File: src/rtl/load_store_unit.sv
// Byte/half/word load-store unit over a word-wide memory, using read-modify-write for stores.
// Build option: define LSU_MISALIGN_EN to split word-crossing accesses; otherwise they are rejected.
module load_store_unit #(
    parameter int unsigned N = 12
) (
    input  logic        clk,
    input  logic        rst_n,
    input  logic        req_valid,
    output logic        req_ready,
    input  logic        req_we,
    input  logic [2:0]  req_funct3,
    input  logic [31:0] req_addr,
    input  logic [31:0] req_wdata,
    output logic        rsp_valid,
    output logic [31:0] rsp_rdata,
    output logic        rsp_err,
    output logic [31:0] mem_addr,
    output logic [2:0]  mem_width,
    output logic        mem_we,
    output logic [31:0] mem_wdata,
    input  logic [31:0] mem_rdata
);

    typedef enum logic [2:0] {IDLE, RD0, WR0, RD1, WR1, RESP} state_e;

    state_e      state_q, state_d;
    logic        we_q, we_d;
    logic [2:0]  funct3_q, funct3_d;
    logic [N-1:0] lo_idx_q, lo_idx_d;
    logic [1:0]  off_q, off_d;
    logic [31:0] wdata_q, wdata_d;
    logic [31:0] lo_data_q, lo_data_d;
    logic [31:0] hi_data_q, hi_data_d;
    logic        cross_q, cross_d;
    logic        err_q, err_d;

    // Request decode, evaluated on the incoming request while idle
    logic [2:0] req_size;
    logic       req_cross, lo_over, cross_err, req_err;

    always_comb begin
        case (req_funct3[1:0])
            2'b00:   req_size = 3'd1;
            2'b01:   req_size = 3'd2;
            default: req_size = 3'd4;
        endcase
        req_cross = (3'(req_addr[1:0]) + req_size) > 3'd4;
        lo_over   = (req_addr[31:2] >> N) != 30'd0;
`ifdef LSU_MISALIGN_EN
        cross_err = req_cross && (((31'(req_addr[31:2]) + 31'd1) >> N) != 31'd0);
`else
        cross_err = req_cross;
`endif
        req_err = (req_funct3 == 3'b011) || (req_funct3[2:1] == 2'b11)
               || (req_we && req_funct3[2]) || lo_over || cross_err;
    end

    // Load assembly and store merge over the {hi,lo} two-word window
    logic [N-1:0] hi_idx;
    logic [31:0]  load_word, load_ext;
    logic [3:0]   mask4;
    logic [7:0]   mask8;
    logic [63:0]  wdata_sh, old_win, merged;

    always_comb begin
        hi_idx    = lo_idx_q + N'(1);
        load_word = 32'({hi_data_q, lo_data_q} >> {off_q, 3'b000});
        case (funct3_q)
            3'b000:  load_ext = {{24{load_word[7]}}, load_word[7:0]};
            3'b100:  load_ext = {24'd0, load_word[7:0]};
            3'b001:  load_ext = {{16{load_word[15]}}, load_word[15:0]};
            3'b101:  load_ext = {16'd0, load_word[15:0]};
            default: load_ext = load_word;
        endcase
        case (funct3_q[1:0])
            2'b00:   mask4 = 4'b0001;
            2'b01:   mask4 = 4'b0011;
            default: mask4 = 4'b1111;
        endcase
        mask8    = 8'(mask4) << off_q;
        wdata_sh = 64'(wdata_q) << {off_q, 3'b000};
        old_win  = {hi_data_q, lo_data_q};
        for (int i = 0; i < 8; i++) begin
            merged[8*i +: 8] = mask8[i] ? wdata_sh[8*i +: 8] : old_win[8*i +: 8];
        end
    end

    always_ff @(posedge clk or negedge rst_n) begin
        if (!rst_n) begin
            state_q   <= IDLE;
            we_q      <= 1'b0;
            funct3_q  <= 3'd0;
            lo_idx_q  <= '0;
            off_q     <= 2'd0;
            wdata_q   <= 32'd0;
            lo_data_q <= 32'd0;
            hi_data_q <= 32'd0;
            cross_q   <= 1'b0;
            err_q     <= 1'b0;
        end else begin
            state_q   <= state_d;
            we_q      <= we_d;
            funct3_q  <= funct3_d;
            lo_idx_q  <= lo_idx_d;
            off_q     <= off_d;
            wdata_q   <= wdata_d;
            lo_data_q <= lo_data_d;
            hi_data_q <= hi_data_d;
            cross_q   <= cross_d;
            err_q     <= err_d;
        end
    end

    always_comb begin
        state_d   = state_q;
        we_d      = we_q;
        funct3_d  = funct3_q;
        lo_idx_d  = lo_idx_q;
        off_d     = off_q;
        wdata_d   = wdata_q;
        lo_data_d = lo_data_q;
        hi_data_d = hi_data_q;
        cross_d   = cross_q;
        err_d     = err_q;
        req_ready = 1'b0;
        rsp_valid = 1'b0;
        rsp_rdata = 32'd0;
        rsp_err   = 1'b0;
        mem_addr  = 32'd0;
        mem_width = 3'b010;
        mem_we    = 1'b0;
        mem_wdata = 32'd0;

        case (state_q)
            IDLE: begin
                req_ready = 1'b1;
                if (req_valid) begin
                    we_d      = req_we;
                    funct3_d  = req_funct3;
                    lo_idx_d  = req_addr[N+1:2];
                    off_d     = req_addr[1:0];
                    wdata_d   = req_wdata;
                    lo_data_d = 32'd0;
                    hi_data_d = 32'd0;
                    err_d     = req_err;
                    cross_d   = req_cross && !req_err;
                    state_d   = req_err ? RESP : RD0;
                end
            end
            RD0: begin
                mem_addr  = 32'(lo_idx_q);
                lo_data_d = mem_rdata;
                state_d   = we_q ? WR0 : (cross_q ? RD1 : RESP);
            end
            WR0: begin
                mem_addr  = 32'(lo_idx_q);
                mem_we    = 1'b1;
                mem_wdata = merged[31:0];
                state_d   = cross_q ? RD1 : RESP;
            end
            RD1: begin
                mem_addr  = 32'(hi_idx);
                hi_data_d = mem_rdata;
                state_d   = we_q ? WR1 : RESP;
            end
            WR1: begin
                mem_addr  = 32'(hi_idx);
                mem_we    = 1'b1;
                mem_wdata = merged[63:32];
                state_d   = RESP;
            end
            RESP: begin
                rsp_valid = 1'b1;
                rsp_err   = err_q;
                rsp_rdata = (err_q || we_q) ? 32'd0 : load_ext;
                state_d   = IDLE;
            end
            default: state_d = IDLE;
        endcase
    end

endmodule

File: config.mk
export PLATFORM = sky130hd
export DESIGN_NAME = load_store_unit
export DESIGN_NICKNAME = d
export VERILOG_FILES = /design/src/rtl/load_store_unit.sv
export SDC_FILE = /design/constraint.sdc
export NUM_CORES = 1
export LEC_CHECK = 0
export CORE_ASPECT_RATIO = 1.25
export CORE_MARGIN = 10
export CORE_UTILIZATION = 50
export DETAILED_ROUTE_END_ITERATION = 12
export PLACE_DENSITY_LB_ADDON = 0.2
export REMOVE_ABC_BUFFERS = 1
export SLEW_MARGIN = 10
export SYNTH_ARGS = -nofsm -noshare
export SYNTH_HDL_FRONTEND = slang
export SYNTH_SLANG_ARGS = --single-unit
File: constraint.sdc
create_clock -name clk -period 3.2 [get_ports clk]
set_input_delay 0.64 -clock clk [delete_from_list [all_inputs] [get_ports clk]]
set_output_delay 0.64 -clock clk [all_outputs]
set_load 0.005 [all_outputs]
==> flow_metrics.tcl <==
set metrics [dict create \
    drc 0 \
    synth_area_leader_cell "dfrtp_1" \
    initial_utilization_pct 51.3 \
    rows 50 \
    core-area_um2 15100 \
    place_congestion 0.946 \
    grt_pass1_wl_mm 44.7 \
    period_needed_ns 3.32 \
    synthTopCellsByArea "dfrtp_1 38%, nand2_1 17%, mux4_2 8.1%" \
    r2r_cells 7 \
    finalClockSkew_ns 0.00756 \
    post-route-period-util_pct 104 \
    crit_chain "buf_4 > a21o_1 > a22oi_2 > nor2_1 > buf_4 > a221o_1 > clkdlybuf4s50_1" \
    final_cells 1382 \
    drive_gt1_share_pct 17.3 \
    rsz0062_at_grt "true" \
    p_leak_nw 5.39 \
    antenna_cells 0 \
    ctsHoldBuffers 0 \
    first_pass_iters 5 \
    synth_top_area_share_pct 38.3 \
    hp-class "input pin to async pin" \
    dp_hpwl_mm 19.9 \
    maxCapViolations 0 \
    relSlewSlack_pct 53.5 \
    grt_max_degree 73 \
    setup_tns_ns -0.336 \
    worst_pin_slew_ns 0.697 \
    port_buffers 182 \
    overflow 0 \
    htreeDepth 4 \
    wl_mm 29.7 \
    routedWlPerCell_um 21.5 \
    die_area_um2 21000 \
    setup_viol 5 \
    clkTransAtPathRegs_ns 0.06 \
    avgSynthCellArea_um2 8.17 \
    worstSkewPairLatency_ns 0.43 \
    first_global_vias 8048 \
    die_h_um 159 \
    die_w_um 132 \
    crit_path_frequent_cell "buf_4" \
    placed_cells 1320 \
    arrival_ns 2.68 \
    r2r_end "funct3_q[1]$_DFFE_PN0P_" \
    slowest_stage "dfrtp_4" \
    start_kind "flip-flop" \
    synth-edff-count 0 \
    antenna_found_initial 0 \
    worstReg2RegStart "state_q[2]$_DFFE_PN0P_" \
    yosys_register_bits 119 \
    max_freq_mhz 301 \
    grtUsageTotal_pct 26.6 \
    layout.nets 1267 \
    crit_path_end_kind "output pin" \
    cp_max_fo 7 \
    ys_warn_count 0 \
    fin_ws_ns -0.122 \
    cts.sinks 119 \
    synthFlopType "dfrtp_1" \
    slowest_delay_ns 0.53 \
    violations "negative setup slack" \
    ctsLongestPathBuffers 2 \
    synthCells 951 \
    seq_area_frac_synth_pct 38.3 \
    required_ns 2.56 \
    synth-async-reset-ratio_pct 100 \
    timing.hold.ws_ns 0.252 \
    vias 8250 \
    synthToLayoutAreaGrowth_pct 42.2 \
    final_max_slew_viol_count 0 \
    ir_drop_mv 0.573 \
    finalHoldViolations 0 \
    numCtsBuffers 17 \
    yosysUniqueCellTypes 54 \
    p_per_area_nw_per_um2 932 \
    ioPinCount 206 \
    drt_iter0_drc 1053 \
    synth_area_um2 7770 \
    cts_tree "yes" \
    ant_nets 0 \
    status "finished, violations left" \
    critPathKind "flip-flop to output pin" \
    r2r_slack_ns 0.96 \
    cts-root-buf "clkbuf_16" \
    power_mw 10.3 \
    viasPerCell 5.97 \
]
==> power breakdown <==
| group | internal [mW] | switching [mW] |
|---|---|---|
| Combinational | 2.57 | 2.78 |
| Clock | 1.15 | 0.719 |
| Sequential | 2.21 | 0.874 |
==> synth_stat cells (5+ instances only) <==
| library cell | n |
|---|---|
| a21o_1 | 9 |
| a21oi_1 | 30 |
| a221o_1 | 16 |
| a22o_1 | 11 |
| a22oi_1 | 6 |
| buf_1 | 6 |
| buf_2 | 14 |
| buf_4 | 24 |
| clkbuf_1 | 50 |
| dfrtp_1 | 119 |
| inv_1 | 8 |
| mux2_2 | 15 |
| mux2i_1 | 33 |
| mux4_2 | 28 |
| nand2_1 | 352 |
| nand3_1 | 5 |
| nor2_1 | 27 |
| nor2b_1 | 13 |
| nor4_1 | 7 |
| o21ai_0 | 108 |
| o22ai_1 | 8 |
==> worst max-delay path by stage <==
stage                                start            end  slack (ns)  depth (start not counted)
floorplan           state_q[0]$_DFFE_PN0P_   mem_addr[11]       -1.72                          4
global placement      off_q[0]$_DFFE_PN0P_  mem_wdata[18]        0.02                          5
global route          off_q[0]$_DFFE_PN0P_   mem_wdata[5]       -0.19                          7
finish                off_q[0]$_DFFE_PN0P_   mem_wdata[5]       -0.12                          7
CTS                   off_q[0]$_DFFE_PN0P_  rsp_rdata[20]       -0.19                          7
detailed placement    off_q[0]$_DFFE_PN0P_  mem_wdata[18]       0.007                          5
==> worst max-delay path, delay by kind of cell (launching register included) <==
family,cells,cell delay (ns)
buffers and inverters,3,0.80
AND/OR/NAND/NOR,1,0.12
AO/OA/AOI/OAI,3,0.80
flip-flops,1,0.53
==> stage by stage <==
stage	worst slack, ns	util (%)	cell area (um^2)
2_1_floorplan	-1.72	-	7370
3_3_place_gp	0.0204	65.6	9930
3_5_place_dp	0.00722	65.6	9930
4_1_cts	-0.189	70.8	10700
5_1_grt	-0.191	73.0	11000
6_report	-0.122	73.0	11000
==> area by class of cell <==
cell class / instances / area [um^2]
multi-input cells: 749 / 4560
well taps: 208 / 260
repair buffers: 266 / 2640
clock inverters: 14 / 134
flip-flops and latches: 119 / 2980
inverters: 8 / 30.0
clock buffers: 18 / 439
fillers: 1169 / 4090
==> layout by cell type (no fill, tap or decap), types with 3 or more instances in the layout <==
master / count
nor2_1: 26
buf_6: 7
a21oi_1: 23
clkinv_2: 7
conb_1: 23
buf_4: 68
mux2i_1: 30
nor2b_1: 9
a21oi_2: 5
o41ai_1: 3
a221o_1: 16
o21ai_0: 104
o22ai_1: 8
nand2_1: 349
nor3_1: 4
o31ai_1: 3
nand2b_1: 3
a22oi_1: 5
inv_1: 8
mux2_2: 15
clkbuf_16: 17
clkdlybuf4s50_1: 136
nor4_2: 3
and3_1: 3
dlymetal6s2s_1: 23
a22o_1: 11
nor4_1: 4
nor2b_2: 3
dlygate4sd2_1: 20
dfrtp_1: 116
clkinvlp_4: 4
a21o_1: 9
buf_12: 9
nand3_1: 5
mux4_2: 28
==> state kept, by name, indices dropped and copies added, names as in the netlist <==
signal,cells
lo_data_q,32
lo_idx_q,12
hi_data_q,32
wdata_q,32
funct3_q,3
state_q,3
we_q,1
off_q,2
err_q,1
cross_q,1
==> metal layers <==
metal | global-route usage [%] | share of wire [%] | up-vias
met2 | 43.2 | 48 | 533
li1 | - | - | 3661
met1 | 30.9 | 36 | 3922
met4 | 13.5 | 4.8 | 2
met3 | 8.45 | 10 | 132
met5 | 1.45 | 0.13 | -
==> repair_timing <==
item / in CTS / in global routing
gates resized for setup: 57 / 53
setup endpoints to repair: 69 / 39
buffers inserted: 12 / 17
cloned: 1 / 0
pin swaps: 3 / 6
==> cell families (layout without fill, tap and decap cells) <==
logic type                 Yosys count  after routing  share of synthesized area [%]
buffers and inverters              104            306                           6.60
adders and majority gates            3              3                          0.580
xor gates and xnor gates             1              1                          0.113
AOI/OAI and AO/OA                  212            212                           16.8
and+or+nand+nor                    434            434                           22.9
DFF                                119            119                           38.3
muxes                               76             76                           14.5
other                                2             23                         0.0967
(Power assumes the default switching activity.)
